**src/rtl/sar_avg_filter.sv**
```systemverilog
// sar_avg_filter
//   Windowed averaging filter for the 8-bit SAR conversion controller.
//   Each completed conversion (sample_valid pulse) is accumulated; after
//   2^LOG2_N samples the rounded mean plus the window min/max are presented
//   on a valid/ready output port. A completed window that cannot be stored
//   because the output still holds an unconsumed result is dropped and the
//   sticky overrun flag is raised.
//
// Ports
//   clk          : clock, all logic on the rising edge
//   rst          : synchronous active-high reset
//   sample_valid : one-cycle pulse per finished conversion
//   sample_data  : conversion code, sampled only while sample_valid=1
//   avg_valid    : output registers hold an unconsumed result (FSM state bit)
//   avg_ready    : consumer accepts the result when avg_valid & avg_ready
//   avg_data     : rounded (half-up) window mean
//   avg_min      : smallest code of the window
//   avg_max      : largest code of the window
//   overrun      : sticky, a completed window was dropped; cleared by rst only
//   win_count    : samples accumulated in the current window
//
// Handshake: a result is transferred on every rising edge where avg_valid=1
// and avg_ready=1. While avg_valid=1 the result registers do not change
// except when that same edge transfers the old result and a new window
// completes, in which case the new result replaces it with no bubble.
module sar_avg_filter #(
  parameter int DATA_W = 8,
  parameter int LOG2_N = 2
) (
  input  logic                clk,
  input  logic                rst,
  input  logic                sample_valid,
  input  logic [DATA_W-1:0]   sample_data,
  output logic                avg_valid,
  input  logic                avg_ready,
  output logic [DATA_W-1:0]   avg_data,
  output logic [DATA_W-1:0]   avg_min,
  output logic [DATA_W-1:0]   avg_max,
  output logic                overrun,
  output logic [LOG2_N:0]     win_count
);

  localparam int N     = 1 << LOG2_N;
  localparam int SUM_W = DATA_W + LOG2_N;
  localparam int CNT_W = LOG2_N + 1;
  // Half an LSB of the shifted result; 0 when LOG2_N=0 (pass-through).
  localparam int ROUND = (1 << LOG2_N) >> 1;

  typedef enum logic {
    ST_EMPTY = 1'b0,
    ST_FULL  = 1'b1
  } state_e;

  // ---------------------------------------------------------------------
  // Window accumulation
  // ---------------------------------------------------------------------
  logic [SUM_W-1:0]  acc_q, acc_d;
  logic [CNT_W-1:0]  cnt_q, cnt_d;
  logic [DATA_W-1:0] min_q, min_d;
  logic [DATA_W-1:0] max_q, max_d;

  logic [SUM_W-1:0]  sum_full;
  logic [SUM_W-1:0]  rounded;
  logic [DATA_W-1:0] win_min;
  logic [DATA_W-1:0] win_max;
  logic [DATA_W-1:0] mean;
  logic              first_smp;
  logic              last_smp;
  logic              complete;

  always_comb begin
    first_smp = (cnt_q == '0);
    last_smp  = (cnt_q == CNT_W'(N - 1));
    complete  = sample_valid && last_smp;

    // Sum including the sample arriving this cycle, so the completing
    // sample is part of the mean.
    sum_full  = acc_q + SUM_W'(sample_data);
    rounded   = sum_full + SUM_W'(ROUND);
    // Cannot overflow DATA_W: the largest rounded sum is 255*N + N/2 < 256*N.
    mean      = DATA_W'(rounded >> LOG2_N);

    // First sample of a window seeds min/max regardless of stale contents.
    win_min   = (first_smp || (sample_data < min_q)) ? sample_data : min_q;
    win_max   = (first_smp || (sample_data > max_q)) ? sample_data : max_q;

    acc_d = acc_q;
    cnt_d = cnt_q;
    min_d = min_q;
    max_d = max_q;
    if (sample_valid) begin
      if (last_smp) begin
        // Window done: clear so the next cycle starts a fresh window.
        acc_d = '0;
        cnt_d = '0;
        min_d = '0;
        max_d = '0;
      end else begin
        acc_d = sum_full;
        cnt_d = cnt_q + CNT_W'(1);
        min_d = win_min;
        max_d = win_max;
      end
    end
  end

  always_ff @(posedge clk) begin
    if (rst) begin
      acc_q <= '0;
      cnt_q <= '0;
      min_q <= '0;
      max_q <= '0;
    end else begin
      acc_q <= acc_d;
      cnt_q <= cnt_d;
      min_q <= min_d;
      max_q <= max_d;
    end
  end

  // ---------------------------------------------------------------------
  // Output FSM: EMPTY / FULL
  // ---------------------------------------------------------------------
  state_e state_q, state_d;
  logic   handshake;
  logic   load;
  logic   set_overrun;

  // State register
  always_ff @(posedge clk) begin
    if (rst) begin
      state_q <= ST_EMPTY;
    end else begin
      state_q <= state_d;
    end
  end

  // Next-state logic
  always_comb begin
    state_d = state_q;
    case (state_q)
      ST_EMPTY: begin
        if (complete) begin
          state_d = ST_FULL;
        end
      end
      ST_FULL: begin
        if (avg_ready && !complete) begin
          state_d = ST_EMPTY;
        end
      end
      default: state_d = ST_EMPTY;
    endcase
  end

  // Output logic
  always_comb begin
    handshake   = (state_q == ST_FULL) && avg_ready;
    // Load when the slot is free or is being freed on this very edge.
    load        = complete && ((state_q == ST_EMPTY) || handshake);
    set_overrun = complete && (state_q == ST_FULL) && !avg_ready;
  end

  logic [DATA_W-1:0] avg_data_q;
  logic [DATA_W-1:0] avg_min_q;
  logic [DATA_W-1:0] avg_max_q;
  logic              overrun_q;

  always_ff @(posedge clk) begin
    if (rst) begin
      avg_data_q <= '0;
      avg_min_q  <= '0;
      avg_max_q  <= '0;
    end else if (load) begin
      avg_data_q <= mean;
      avg_min_q  <= win_min;
      avg_max_q  <= win_max;
    end
  end

  always_ff @(posedge clk) begin
    if (rst) begin
      overrun_q <= 1'b0;
    end else if (set_overrun) begin
      overrun_q <= 1'b1;
    end
  end

  assign avg_valid = (state_q == ST_FULL);
  assign avg_data  = avg_data_q;
  assign avg_min   = avg_min_q;
  assign avg_max   = avg_max_q;
  assign overrun   = overrun_q;
  assign win_count = cnt_q;

endmodule
```
**config.mk**
```make
export PLATFORM = sky130hd
export DESIGN_NAME = sar_avg_filter
export DESIGN_NICKNAME = d
export VERILOG_FILES = /design/src/rtl/sar_avg_filter.sv
export SDC_FILE = /design/constraint.sdc
export NUM_CORES = 1
export LEC_CHECK = 0
export ABC_CLOCK_PERIOD_IN_PS = 2900
export BUFFER_PORTS_ARGS = -buffer_cell sky130_fd_sc_hd__buf_4
export CAP_MARGIN = 5
export CORE_ASPECT_RATIO = 0.6
export CORE_MARGIN = 3
export CORE_UTILIZATION = 40
export CTS_CLUSTER_SIZE = 16
export DETAILED_ROUTE_END_ITERATION = 12
export PLACE_DENSITY = 0.69
export SLEW_MARGIN = 20
export SYNTH_ARGS = -nofsm -noshare
export SYNTH_HDL_FRONTEND = slang
export SYNTH_SLANG_ARGS = --single-unit
```
**constraint.sdc**
```tcl
create_clock -name clk -period 2.9 [get_ports clk]
set_input_delay 0 -clock clk [delete_from_list [all_inputs] [get_ports clk]]
set_output_delay 0 -clock clk [all_outputs]
set_load 0.005 [all_outputs]
```
# After elaboration in Yosys (flattened, before gate mapping)
# Index checks and enable logic that the tools add are counted.
[totals]
elab_cells = 37
output_inout_bits = 29
regBits = 55
[classes]
n_lt_le_gt_ge = 2
n_eq_ne = 1
reduce_logical = 12
n_bitwise = 1
n_mux = 9
addsub = 3
[ops]
columns = ["op", "n"]
rows = [
  ["$mux W8", 4],
  ["$add A10 B2 Y10 const B", 1],
  ["$add A10 B8 Y10", 1],
  ["$mux W10", 1],
  ["$gt A8 B8 Y1", 1],
  ["$lt A8 B8 Y1", 1],
  ["$logic_and A1 B1 Y1", 6],
  ["$add A3 B1 Y3 const B", 1],
  ["$eq A3 B2 Y1 const B", 1],
  ["$logic_not A3 Y1", 1],
  ["$logic_or A1 B1 Y1", 3],
  ["$mux W3", 1],
  ["$logic_not A1 Y1", 2],
  ["$mux W1", 2],
  ["$pmux W1 S2", 1],
  ["$not A1 Y1", 1],
]

# Logic depth before layout (Yosys ltp)
[depth]
ltp_word = 6
depth_mapped = 10
depth_no_buf = 10

# Least setup slack after synthesis
# Ideal clock, no wire load.
[synth_timing]
path_type = "flip-flop to flip-flop"
start = "register acc_q[0]"
end = "register avg_data_q[7], in the netlist avg_data[7]"
arrival_ns = 2.209
required_time_ns = 2.821
stages_incl_launch_ff = 11
setup_slack_ns = 0.612
synth_period_minus_slack_ns = 2.288
cell_sequence = "dfxtp_1 -> ha_1 -> inv_1 -> fa_1 -> nand2b_4 -> a21o_1 -> nor3b_2 -> nor3_2 -> nor4_2 -> xnor2_1 -> a211oi_2"
[synth_via]
elab_chain_len = 2
[synth_rtl]
columns = ["item", "line", "text"]
rows = [
  ["start: declaration", "57", "logic [SUM_W-1:0] acc_q, acc_d;"],
  ["start signal: assignment", "109", "acc_q <= '0;"],
  ["start signal: assignment", "114", "acc_q <= acc_d;"],
  ["$add A10 B8 Y10", "78", "sum_full = acc_q + SUM_W'(sample_data);"],
  ["$add A10 B2 Y10", "79", "rounded = sum_full + SUM_W'(ROUND);"],
  ["end signal: assignment", "175", "avg_data_q <= mean;"],
  ["end: declaration", "164", "logic [DATA_W-1:0] avg_data_q;"],
]
# No other way between the ends.
# A chain may end at the register's enable or synchronous reset.

# Worst setup path in the final report
[layout_timing]
start = "input port sample_data[0]"
end = "register avg_data_q[5], in the netlist avg_data[5]"
[layout_via]
elab_chain_len = 2
[layout_rtl]
columns = ["item", "line", "text"]
rows = [
  ["start: declaration", "33", "input logic [DATA_W-1:0] sample_data,"],
  ["$add A10 B8 Y10", "78", ""],
  ["$add A10 B2 Y10", "79", ""],
]
# No other way between the ends.

==> metrics <==
crit path kind in2reg; placed instance count 497; Cell Area, Synth 3260 um2; critical path's slowest cell dlygate4sd3_1; worst min-delay path class in2reg; final hold vios 0; Finished Core Util 50.2%; setup violators final 0; fin crit share 91.4%; grt met2 use 24.5%; I/O pin cnt 41; starting density of the core 43.0%; number of synthesized flops with an enable pin 0; RePlAce Congestion 0.830; critical-path cell list dlygate4sd3_1, buf_4, ha_1, inv_1, fa_1, nand2b_4, a21o_1, nor3b_2, nor3_2, nor2_1, xnor2_1, a211oi_1; GRT met3 Usage 4.01%; Syn-to-layout area delta 16.6%; drt wl/cell 15.3 um; die area 9290 um2; clock sinks 55; total grt overflow 0; path depth of the worst reg2reg path 10; Worst slew margin 54.3%; chip width 122 um; Critical Path Max Stage Delay 0.53 ns; r2r setup slk 0.31 ns; vias in the first global route 2458; #FFs+latches synth 55; worst-skew pair later-pin latency 0.30 ns; hold depth 2; CTS Buf Count 5; unrepaired setup endpoints after global routing false; Least-Margin Pin Slew 0.686 ns; vias 2724; DRT iter0 DRCs 236; met1 Track Usage GR 27.5%; Post-Syn Nets 409; Leak 1.54 nW; Final nets 442; CORE AREA 7570 um2; clk slew on worst S/H paths 0.07 ns; post-DP HPWL 5.72 mm; final wirelength 7.76 mm; commonest non-fill, non-tap cell in the layout nor2_1; # H-tree levels 2; gr busiest metal met1; Setup TNS Final 0 ns; CP required 3.10 ns; share of post-route cells with drive strength above 1 17.3%; Tmin final 2.65 ns; clock buffer depth 2; I/O Buffers 40; Critical Path End Type register; maxcap violations 0; GR Util All Layers 17.6%; Vias per Instance 5.36; Synth cell types 52; Mapped Cells 370; power per cell area 516 nW/um2; Max IR drop VDD 0.233 mV; r2r startpoint acc_q[0]; Async SR Flop Fraction 0%; CTS tree yes; DRC viols 0; CP startpoint kind primary input; Critical Path AT 2.85 ns; Fmax achieved 0.377 GHz; worst hold endpoint min_q[3]; Top FF cell, synth dfxtp_1; Cell Count, Final, Fillers Out 508; Worst path top cell family by delay simple AND/OR/NAND/NOR gates; drt first pass iters 4; yosys warns 0; Slew Viols, Final 0; Worst Skew 0.00491 ns; syn avg cell area 8.80 um2; largest net degree at the start of global routing 65; Die Y 75.9 um; antenna viol nets, final 0; CP Max Fanout 7; CTS Root Cell clkbuf_16; most frequent cells in the layout nor2_1 (57), dfxtp_1 (55), buf_4 (42), ha_1 (26), inv_1 (24); register area share after synthesis 33.8%; diodes inserted 0; reg2reg end avg_data[5]; global-route wire length before repair 12.7 mm; Buf/Inv on CP 3; Site Rows 24; hold_sp sample_data[3]; status completed; antenna violations before repair 0
synth_stat cells, types with 6 or more instances:
master | count | share of area, %
a211oi_1 | 22 | 5.1
a21o_1 | 7 | 1.6
a21oi_1 | 17 | 2.6
a221o_1 | 8 | 2.5
a22oi_1 | 9 | 2.1
a32oi_1 | 8 | 2.2
clkbuf_1 | 10 | 1.2
dfxtp_1 | 55 | 34
ha_1 | 26 | 10
inv_1 | 24 | 2.8
mux2i_1 | 19 | 5.8
nand2_1 | 6 | 0.69
nand3_1 | 7 | 1.1
nor2_1 | 57 | 6.6
nor2b_1 | 7 | 1.3
nor3_1 | 15 | 2.3
xnor2_1 | 7 | 1.9
layer usage:
| metal | up-vias | part of all wire (%) |
|---|---|---|
| li1 | 1408 | - |
| met1 | 1242 | 53 |
| met2 | 69 | 38 |
| met3 | 5 | 9.3 |
| met4 | 0 | 0.44 |
| met5 | - | 0 |
worst max path at each step:
| stage | cells past startpoint | startpoint | slack [ns] | end |
|---|---|---|---|---|
| 2_1_floorplan | 10 | acc_q[0] | 0.61 | avg_data[7] |
| 3_3_place_gp | 10 | acc_q[0] | 0.41 | avg_data[7] |
| 3_5_place_dp | 10 | acc_q[0] | 0.31 | avg_data[7] |
| 4_1_cts | 12 | sample_data[0] | 0.21 | avg_data[7] |
| 5_1_grt | 12 | sample_data[0] | 0.05 | avg_data[5] |
| 6_report | 12 | sample_data[0] | 0.25 | avg_data[5] |
final cells by class:
cell class / count / area, um2
clock buffers: 6 / 129
clock inverters: 2 / 16.3
fillers: 756 / 3770
inverters: 26 / 97.6
multi-input cells: 270 / 1980
flip-flops and latches: 55 / 1100
well taps: 104 / 130
repair buffers: 45 / 345
cells by family (layout without fill, tap and decap cells):
group	Yosys count	count (layout)	synth area share, %
compound gates	89	89	20.8
xor+xnor	10	10	3.15
fa+ha+maj	27	27	10.6
buf+inv	45	79	5.76
flops	55	55	33.8
mux	19	19	5.84
simple gates	125	125	20.0
stage by stage:
stage	cell area (um2)	hold WS, ns	setup WS, ns	total power [mW]
after floorplan	3260	0.138	0.612	1.23
after global placement	3620	0.293	0.407	1.35
after detailed placement	3620	0.300	0.308	1.36
after CTS	3790	0.00343	0.213	1.96
after global routing	3800	0.00952	0.0543	2.07
final	3800	0.00365	0.248	1.96
flip-flops by register name (all words and copies together) (netlist names):
name / cells
acc_q: 10
avg_data: 8
avg_max: 8
avg_min: 8
max_q: 8
min_q: 8
win_count: 3
avg_valid: 1
overrun: 1
where the power goes:
part	internal, mW	leakage, nW	switching [mW]
Combinational	0.219	1.03	0.316
Sequential	0.794	0.448	0.0258
Clock	0.324	0.0675	0.280
repair_timing:
item / 4_1_cts / 5_1_grt
buffers inserted: 0 / 0
resized for setup: 0 / 1
hold buffers: 3 / 0
setup endpoints to repair: 0 / 2
hold endpoints to repair: 3 / 0
No activity file was read; power rests on OpenSTA's default activity.
